[src/rtl/screen_write_ctrl_if.sv]
// rtl/screen_write_ctrl_if.sv - UART byte input and screen buffer write port bundle
interface screen_write_ctrl_if;
    logic       rx_valid;
    logic [7:0] rx_data;
    logic       wr_en;
    logic [7:0] col_w;
    logic [5:0] row_w;
    logic [6:0] din;
    logic       busy;
    logic       err;

    // master: the sequencer that owns the buffer write port
    modport master (
        input  rx_valid,
        input  rx_data,
        output wr_en,
        output col_w,
        output row_w,
        output din,
        output busy,
        output err
    );

    modport slave (
        output rx_valid,
        output rx_data,
        input  wr_en,
        input  col_w,
        input  row_w,
        input  din,
        input  busy,
        input  err
    );
endinterface

[src/rtl/screen_write_ctrl.sv]
// rtl/screen_write_ctrl.sv - packet parser and full-screen clear sequencer for the character buffer
module screen_write_ctrl #(
    parameter int         N_COL          = 160,
    parameter int         N_ROW          = 64,
    parameter logic [6:0] CLEAR_CHAR     = 7'h20,
    parameter logic [7:0] CLEAR_CMD      = 8'hFF,
    parameter int         TIMEOUT_CYCLES = 200000
) (
    input  logic                 clk108,
    input  logic                 rst_n,
    screen_write_ctrl_if.master  bus
);

    localparam int         TW       = $clog2(TIMEOUT_CYCLES + 1);
    localparam logic [7:0] N_COL_B  = 8'(N_COL);
    localparam logic [7:0] COL_LAST = 8'(N_COL - 1);
    localparam logic [5:0] ROW_LAST = 6'(N_ROW - 1);
    localparam logic [TW-1:0] TO_LAST = TW'(TIMEOUT_CYCLES - 1);

    typedef enum logic [2:0] {
        S_COL,
        S_ROW,
        S_CHAR,
        S_TERM,
        S_CLEAR
    } state_t;

    state_t        state_q, state_d;
    logic [7:0]    col_q, col_d;
    logic [5:0]    row_q, row_d;
    logic [6:0]    din_q, din_d;
    logic          wr_en_q, wr_en_d;
    logic          busy_q, busy_d;
    logic          err_q, err_d;
    logic [TW-1:0] cnt_q, cnt_d;
    logic          rx_prev_q;
    logic [1:0]    rst_sync_q;
    logic          rst_n_s;
    logic          accept;

    // Assertion reaches every flop at once; release is aligned to clk108.
    always_ff @(posedge clk108 or negedge rst_n) begin
        if (!rst_n) begin
            rst_sync_q <= 2'b00;
        end else begin
            rst_sync_q <= {rst_sync_q[0], 1'b1};
        end
    end

    assign rst_n_s = rst_sync_q[1];

    always_ff @(posedge clk108 or negedge rst_n_s) begin
        if (!rst_n_s) begin
            rx_prev_q <= 1'b0;
        end else begin
            rx_prev_q <= bus.rx_valid;
        end
    end

    assign accept = bus.rx_valid & ~rx_prev_q;

    always_ff @(posedge clk108 or negedge rst_n_s) begin
        if (!rst_n_s) begin
            state_q <= S_COL;
            col_q   <= '0;
            row_q   <= '0;
            din_q   <= '0;
            wr_en_q <= 1'b0;
            busy_q  <= 1'b0;
            err_q   <= 1'b0;
            cnt_q   <= '0;
        end else begin
            state_q <= state_d;
            col_q   <= col_d;
            row_q   <= row_d;
            din_q   <= din_d;
            wr_en_q <= wr_en_d;
            busy_q  <= busy_d;
            err_q   <= err_d;
            cnt_q   <= cnt_d;
        end
    end

    always_comb begin
        state_d = state_q;
        col_d   = col_q;
        row_d   = row_q;
        din_d   = din_q;
        wr_en_d = 1'b0;
        busy_d  = 1'b0;
        err_d   = 1'b0;
        cnt_d   = '0;
        case (state_q)
            S_COL: begin
                if (accept) begin
                    if (bus.rx_data == CLEAR_CMD) begin
                        state_d = S_CLEAR;
                        col_d   = '0;
                        row_d   = '0;
                        din_d   = CLEAR_CHAR;
                        wr_en_d = 1'b1;
                        busy_d  = 1'b1;
                    end else begin
                        col_d   = (bus.rx_data >= N_COL_B) ? bus.rx_data - N_COL_B : bus.rx_data;
                        state_d = S_ROW;
                    end
                end
            end
            S_ROW, S_CHAR, S_TERM: begin
                // An accepted byte always beats a timeout expiring in the same cycle.
                if (accept) begin
                    case (state_q)
                        S_ROW: begin
                            if (bus.rx_data[7:6] != 2'b00) begin
                                err_d   = 1'b1;
                                state_d = S_COL;
                            end else begin
                                row_d   = bus.rx_data[5:0];
                                state_d = S_CHAR;
                            end
                        end
                        S_CHAR: begin
                            din_d   = bus.rx_data[6:0];
                            wr_en_d = 1'b1;
                            state_d = S_TERM;
                        end
                        default: begin
                            err_d   = (bus.rx_data != 8'h0A);
                            state_d = S_COL;
                        end
                    endcase
                end else if (cnt_q == TO_LAST) begin
                    err_d   = 1'b1;
                    state_d = S_COL;
                end else begin
                    cnt_d = cnt_q + 1'b1;
                end
            end
            S_CLEAR: begin
                // Bytes are discarded for the whole clear, including its final tile.
                err_d = accept;
                if (col_q == COL_LAST && row_q == ROW_LAST) begin
                    col_d   = '0;
                    row_d   = '0;
                    state_d = S_COL;
                end else begin
                    wr_en_d = 1'b1;
                    busy_d  = 1'b1;
                    if (col_q == COL_LAST) begin
                        col_d = '0;
                        row_d = row_q + 1'b1;
                    end else begin
                        col_d = col_q + 1'b1;
                    end
                end
            end
            default: begin
                state_d = S_COL;
            end
        endcase
    end

    assign bus.wr_en = wr_en_q;
    assign bus.col_w = col_q;
    assign bus.row_w = row_q;
    assign bus.din   = din_q;
    assign bus.busy  = busy_q;
    assign bus.err   = err_q;

endmodule

[src/flat_wrapper.sv]
// flat-port wrapper written by rule: the top's interface ports become plain ports
module screen_write_ctrl_flat 
#(
    parameter int         N_COL          = 160,
    parameter int         N_ROW          = 64,
    parameter logic [6:0] CLEAR_CHAR     = 7'h20,
    parameter logic [7:0] CLEAR_CMD      = 8'hFF,
    parameter int         TIMEOUT_CYCLES = 200000
)
  (clk108, rst_n, bus_rx_valid, bus_rx_data, bus_wr_en, bus_col_w, bus_row_w, bus_din, bus_busy, bus_err);
  screen_write_ctrl_if bus_i ();
  input  logic clk108;
  input  logic rst_n;
  input wire logic [$bits(bus_i.rx_valid)-1:0] bus_rx_valid;
  input wire logic [$bits(bus_i.rx_data)-1:0] bus_rx_data;
  output wire logic [$bits(bus_i.wr_en)-1:0] bus_wr_en;
  output wire logic [$bits(bus_i.col_w)-1:0] bus_col_w;
  output wire logic [$bits(bus_i.row_w)-1:0] bus_row_w;
  output wire logic [$bits(bus_i.din)-1:0] bus_din;
  output wire logic [$bits(bus_i.busy)-1:0] bus_busy;
  output wire logic [$bits(bus_i.err)-1:0] bus_err;
  assign bus_i.rx_valid = bus_rx_valid;
  assign bus_i.rx_data = bus_rx_data;
  assign bus_wr_en = bus_i.wr_en;
  assign bus_col_w = bus_i.col_w;
  assign bus_row_w = bus_i.row_w;
  assign bus_din = bus_i.din;
  assign bus_busy = bus_i.busy;
  assign bus_err = bus_i.err;
  screen_write_ctrl #(.N_COL(N_COL), .N_ROW(N_ROW), .CLEAR_CHAR(CLEAR_CHAR), .CLEAR_CMD(CLEAR_CMD), .TIMEOUT_CYCLES(TIMEOUT_CYCLES)) u_core (.clk108(clk108), .rst_n(rst_n), .bus(bus_i));
endmodule
[config.mk]
export PLATFORM = sky130hd
export DESIGN_NAME = screen_write_ctrl_flat
export DESIGN_NICKNAME = d
export VERILOG_FILES = /design/src/rtl/screen_write_ctrl_if.sv /design/src/rtl/screen_write_ctrl.sv /design/src/flat_wrapper.sv
export SDC_FILE = /design/constraint.sdc
export NUM_CORES = 1
export LEC_CHECK = 0
export ABC_AREA = 0
export BUFFER_PORTS_ARGS = -buffer_cell sky130_fd_sc_hd__buf_4
export CAP_MARGIN = 20
export CORE_ASPECT_RATIO = 0.6
export CORE_UTILIZATION = 35
export DETAILED_ROUTE_END_ITERATION = 10
export HOLD_SLACK_MARGIN = 0.02
export PLACE_DENSITY = 0.56
export SYNTH_ARGS = -nofsm -noshare
export SYNTH_HDL_FRONTEND = slang
export SYNTH_SLANG_ARGS = --single-unit
export TNS_END_PERCENT = 10
[constraint.sdc]
create_clock -name clk108 -period 1.85 [get_ports clk108]
set_input_delay 0 -clock clk108 [delete_from_list [all_inputs] [get_ports clk108]]
set_output_delay 0 -clock clk108 [all_outputs]
set_load 0.005 [all_outputs]
# Word-level counts from Yosys, hierarchy flattened
# Cells that the tools add are included.
[op_classes]
reduce_logical = 11
add_sub_neg = 4
bitwise = 2
shifts = 0
multipliers = 0
n_lt_le_gt_ge = 1
div_mod_pow = 0
n_eq_ne = 18
n_mux = 42
[op_table]
columns = ["cell", "count"]
rows = [
  ["two-way mux 18 bit", 3],
  ["two-way mux 6 bit", 7],
  ["two-way mux 8 bit", 5],
  ["two-way mux 7 bit", 4],
  ["adder 18 x 1 -> 18 bit, second input constant", 1],
  ["equality test 18 bit, second input constant", 1],
  ["one-hot mux 6 bit (3 select lines)", 1],
  ["equality test 8 bit, second input constant", 2],
  ["one-hot mux 8 bit (2 select lines)", 1],
  ["two-way mux 3 bit", 5],
  ["one-hot mux 7 bit (2 select lines)", 1],
  ["inequality test 2 x 1 -> 1 bit, second input constant", 6],
  ["one-hot mux 3 bit (3 select lines)", 1],
  ["adder 8 x 1 -> 8 bit, second input constant", 1],
  ["greater-or-equal comparator 8 bit, second input constant", 1],
  ["two-way mux 1 bit", 8],
  ["inequality test 8 x 4 -> 1 bit, second input constant", 1],
  ["subtractor 8 bit, second input constant", 1],
  ["AND reduction 7 bit", 1],
  ["adder 6 x 1 -> 6 bit, second input constant", 1],
  ["equality test 3 x 2 -> 1 bit, second input constant", 2],
  ["equality test 6 bit, second input constant", 1],
  ["inequality test 3 x 1 -> 1 bit, second input constant", 2],
  ["one-hot mux 1 bit (2 select lines)", 3],
  ["16 further kinds", 18],
]
[word_totals]
rom_bits = 0
register_bits = 48
elab_cells = 88
in_bits = 11
n_memories = 0
output_inout_bits = 24
ram_bits = 0
latchBits = 0

# Longest topological paths before layout
[logic_depth]
depth_word = 5
ltp_mapped = 7
ltp_nobuf = 6

# Worst setup path before layout
# Ideal clock, no wire load.
[synth_timing]
path_kind = "reg-to-reg"
start = "register u_core.cnt_q[12]"
end = "register u_core.state_q[1]"
required_ps = 1715
path_stages_with_launch = 6
period_less_slack_ps = 1861
setup_ps = 135
arrival_ps = 1726
n_path_buf = 1
setup_slack_ps = -11
path_cell_list = "dfrtp_1 -> or4b_1 -> or4_4 -> nand3_2 -> buf_6 -> a31oi_2"
[synth_between]
elab_chain_len = 3
[synth_lines]
columns = ["item", "line", "text"]
rows = [
  ["start, declared", "screen_write_ctrl.sv:35", "logic [TW-1:0] cnt_q, cnt_d;"],
  ["start signal, assigned", "screen_write_ctrl.sv:80", "cnt_q <= cnt_d;"],
  ["equality test 18 bit", "screen_write_ctrl.sv:132", "end else if (cnt_q == TO_LAST) begin"],
  ["inequality test 3 x 1 -> 1 bit (no source line)", "n/a", ""],
  ["AND reduction 3 bit (no source line)", "n/a", ""],
  ["end signal, assigned", "screen_write_ctrl.sv:73", "state_q <= state_d;"],
  ["end, declared", "screen_write_ctrl.sv:28", "state_t state_q, state_d;"],
]
# No other way between the ends.
# A chain may end at the register's enable or synchronous reset.

# Final worst setup path
[layout_timing]
start = "register u_core.cnt_q[15]"
end = "register u_core.cnt_q[16]"
[layout_between]
elab_chain_len = 4
word_cells_on_any_way = 5
cone_classes = "1 x add/sub; 1 x eq/ne; 3 x mux"
[layout_lines]
columns = ["item", "line", "text"]
rows = [
  ["adder 18 x 1 -> 18 bit / equality test 18 bit (equally long branches)", "screen_write_ctrl.sv:136, screen_write_ctrl.sv:132", ""],
  ["two-way mux 18 bit (*)", "screen_write_ctrl.sv:132", ""],
  ["two-way mux 18 bit (*)", "screen_write_ctrl.sv:111", "if (accept) begin"],
  ["two-way mux 18 bit (*)", "screen_write_ctrl.sv:93", "case (state_q)"],
  ["net u_core.cnt_d[16]", "screen_write_ctrl.sv:35", ""],
]
# The timed path passes the listed nets; every way through them passes the cells marked *.

==> qor.yml <==
outcome: "finished with violations"
violations: "DRC"
gr-total-overflow: 0
path_cells: "or3_1 -> or4_4 -> nand3_4 -> buf_12 -> nor2_1"
avgViaCountPerCell: 5.087
clk_latency_ns: 0.30
synth_top_area_frac: 0.4817
fin_cells: 439
ant_nets: 0
wl_per_cell_um: 14.92
cpPeakStageDelay_ns: 0.57
skew_ns: 0.004310
ys_types: 46
die_w_um: 111.0
hold_path_depth: 3
worstMarginPinSlew_ns: 0.5923
grt_busiest_layer: "met1"
yosysSeqAreaShare: 0.4817
use_met2: 0.2311
yosysMostFrequentCell: "dfrtp_1"
clk_path_buf_depth: 2
die_area_um2: 7477
num_vias: 2233
syn_to_final_growth_pct: 38.64
core_area_um2: 6792
finalHoldViolations: 0
critical_path_arrival_ns: 1.99
p_sw_frac: 0.2620
seqCellArea_um2: 1202
grt_pass1_wl_um: 10460
multiInputGateArea_um2: 1266
seq_power_share: 0.418
cts.clk_slew.worst_paths_ns: 0.07
crit_type: "flip-flop to flip-flop"
met3_usage: 0.05296
r2r-end: "u_core.cnt_q[16]"
synth_edf_count: 0
antenna_cells: 0
cts_made_buffers: 5
syn_area_um2: 2494
p_clk_frac: 0.385
maxCapViolCount: 0
drive_above_1_share: 0.2983
synth_ff_type: "dfrtp_1"
critPathSlowestCell: "or4_4"
nNetsFinal: 366
place.detailed.hpwl_um: 4803
p_leak_uw: 0.001568
synth_warnings: 0
synth_common_cells: "48 x dfrtp_1, 36 x nor2_1, 33 x o21ai_0, 30 x nand2_1"
crit_path_max_fanout: 11
drc: 4
synth_area_leaders: "dfrtp_1 48%, o21ai_0 6.6%, nor2_1 5.4%"
grt_use_met1: 0.3007
r2r_start: "u_core.cnt_q[15]"
first_global_vias: 1995
reg2reg_setup_slack_ns: 0.05
synth.avg_cell_area_um2: 9.270
hold_path.startpoint: "bus_rx_data[3]"
rows: 23
synthesis.instances: 269
first_pass_iters: 7
place.gp.congestion: 0.8973
tritoncts: "yes"
async_flop_share: 1.000
syn-num-nets: 284
clock.fmax_mhz: 555.6
hold_path.class: "primary input to flip-flop"
grt_max_degree: 47
max-vdd-ir-drop_v: 0.0004170
timing.final.crit_share: 0.9729
p_int_uw: 2157
yosys_register_bits: 48
cts.sinks: 48
grt_antenna_before_repair: 0
setup_tns_ns: 0
clock-root-buffer: "clkbuf_16"
setup_violations: 0
max_slew_margin: 0.6051
synth_top_cell_by_area: "dfrtp_1"
start_util: 0.3672
die_y_um: 67.38
drt_iter0_drc: 205
finalCriticalPeriod_ns: 1.800
crit_required_ns: 2.04
crit_path_end_kind: "flip-flop"
p_comb_frac: 0.197
grt_usage: 0.1882
startpoint_type: "flip-flop"
drv_slew: 0
power-per-cell-area_nw_per_um2: 845.6
drt_wl_total_um: 6550
dp_cells: 425
h-tree-depth: 2
port_buffers: 34
reg2reg_depth: 5
rsz0062_at_grt: "true"
whs_endpoint: "u_core.bus.din[3]"
ios: 35
power_switching_uw: 765.9
n_fill_cell: 623
worst max-delay path by stage:
stage,startpoint,endpoint,slack (ns),cells past startpoint
after floorplan,u_core.bus.col_w[0],u_core.bus.row_w[3],0.05,6
final,u_core.cnt_q[15],u_core.cnt_q[16],0.05,5
after global placement,u_core.state_q[2],u_core.bus.row_w[1],-0.003,4
after global routing,u_core.state_q[2],u_core.bus.row_w[2],-0.004,5
after detailed placement,u_core.state_q[2],u_core.bus.row_w[1],-0.01,4
after CTS,u_core.state_q[2],u_core.cnt_q[13],0.006,5
metrics by stage:
step,hold WS (ns),area [um^2],util,setup slack [ns],total power [uW]
after floorplan,-0.2956,2494,-,0.05422,1464
after global placement,-0.2166,3162,0.4655,-0.003235,1789
after detailed placement,-0.2155,3162,0.4655,-0.01085,1790
after CTS,0.02599,3411,0.5022,0.005913,2932
after global routing,0.05315,3457,0.5090,-0.004018,3062
final,0.02516,3457,0.5090,0.05009,2923
repair_timing:
item	CTS	global route
cloned	0	0
endpoints found under the hold margin	6	0
pin swaps	1	1
hold buffers	6	0
setup buffers	0	0
endpoints found under the setup margin	6	27
gates resized for setup	1	10
registers in the layout, summed over array words and instances (netlist names):
signal             count
u_core.bus.col_w       8
u_core.rx_prev_q       1
u_core.bus.err         1
u_core.bus.din         7
u_core.bus.row_w       6
u_core.cnt_q          18
u_core.state_q         3
u_core.bus.wr_en       1
u_core.rst_sync_q      2
u_core.bus.busy        1
cells in the final DEF (no fill, tap or decap), types with 2 or more instances in the layout:
cell type,Yosys,routed
clkbuf_8,0,2
buf_12,0,2
and4_1,3,3
mux2i_1,2,2
nand3_1,11,11
a21oi_1,11,11
nand2b_1,2,2
clkbuf_16,0,5
mux2_2,4,4
dfrtp_1,48,47
or3_1,4,4
ha_1,4,4
inv_1,7,7
nor4_1,3,3
a31oi_1,2,2
nand2_1,30,29
dlygate4sd3_1,0,6
nor3_1,5,4
o21ai_0,33,33
xor2_1,10,10
and3_1,5,4
nor2b_1,2,2
nand4_1,6,6
nor3b_1,2,2
o21bai_1,2,2
xnor2_1,7,7
buf_4,0,76
nor2_1,36,35
layout make-up:
class,instances,share of cell area
Tap cell,87,0.03149
Timing Repair Buffer,84,0.1940
Clock inverter,1,0.008686
Multi-Input combinational cell,205,0.3663
Clock buffer,7,0.04415
Sequential cell,48,0.3478
Inverter,7,0.007600
power by group through the flow:
stage / clock [uW] / sequential (uW) / combinational (uW)
5_1_grt: 1190 / 1230 / 638
4_1_cts: 1150 / 1220 / 568
3_5_place_dp: 0 / 1230 / 555
3_3_place_gp: 0 / 1240 / 550
6_report: 1130 / 1220 / 575
2_1_floorplan: 0 / 1270 / 196
logic make-up after synthesis:
family,after synthesis,share of synthesized area
mux,6,0.02609
flops,48,0.4817
simple gates,116,0.2288
compound gates,61,0.1505
xor+xnor,17,0.05971
buf+inv,16,0.03161
other cells,1,0.001504
fa+ha+maj,4,0.02007
worst max-delay path: cells and delay by family, from the launching register on:
kind | cells | cell delay [ns]
and+or+nand+nor | 4 | 1.16
DFF | 1 | 0.38
buffers and inverters | 1 | 0.14
routing by layer:
layer | share of wire | routed length [um] | vias to the layer above
li1 | - | - | 1121
met1 | 0.55 | 3577 | 1032
met2 | 0.35 | 2289 | 74
met3 | 0.095 | 623 | 6
met4 | 0.0090 | 59 | 0
met5 | 0 | 0 | -
Note: power is estimated with default switching activity, not from simulation.
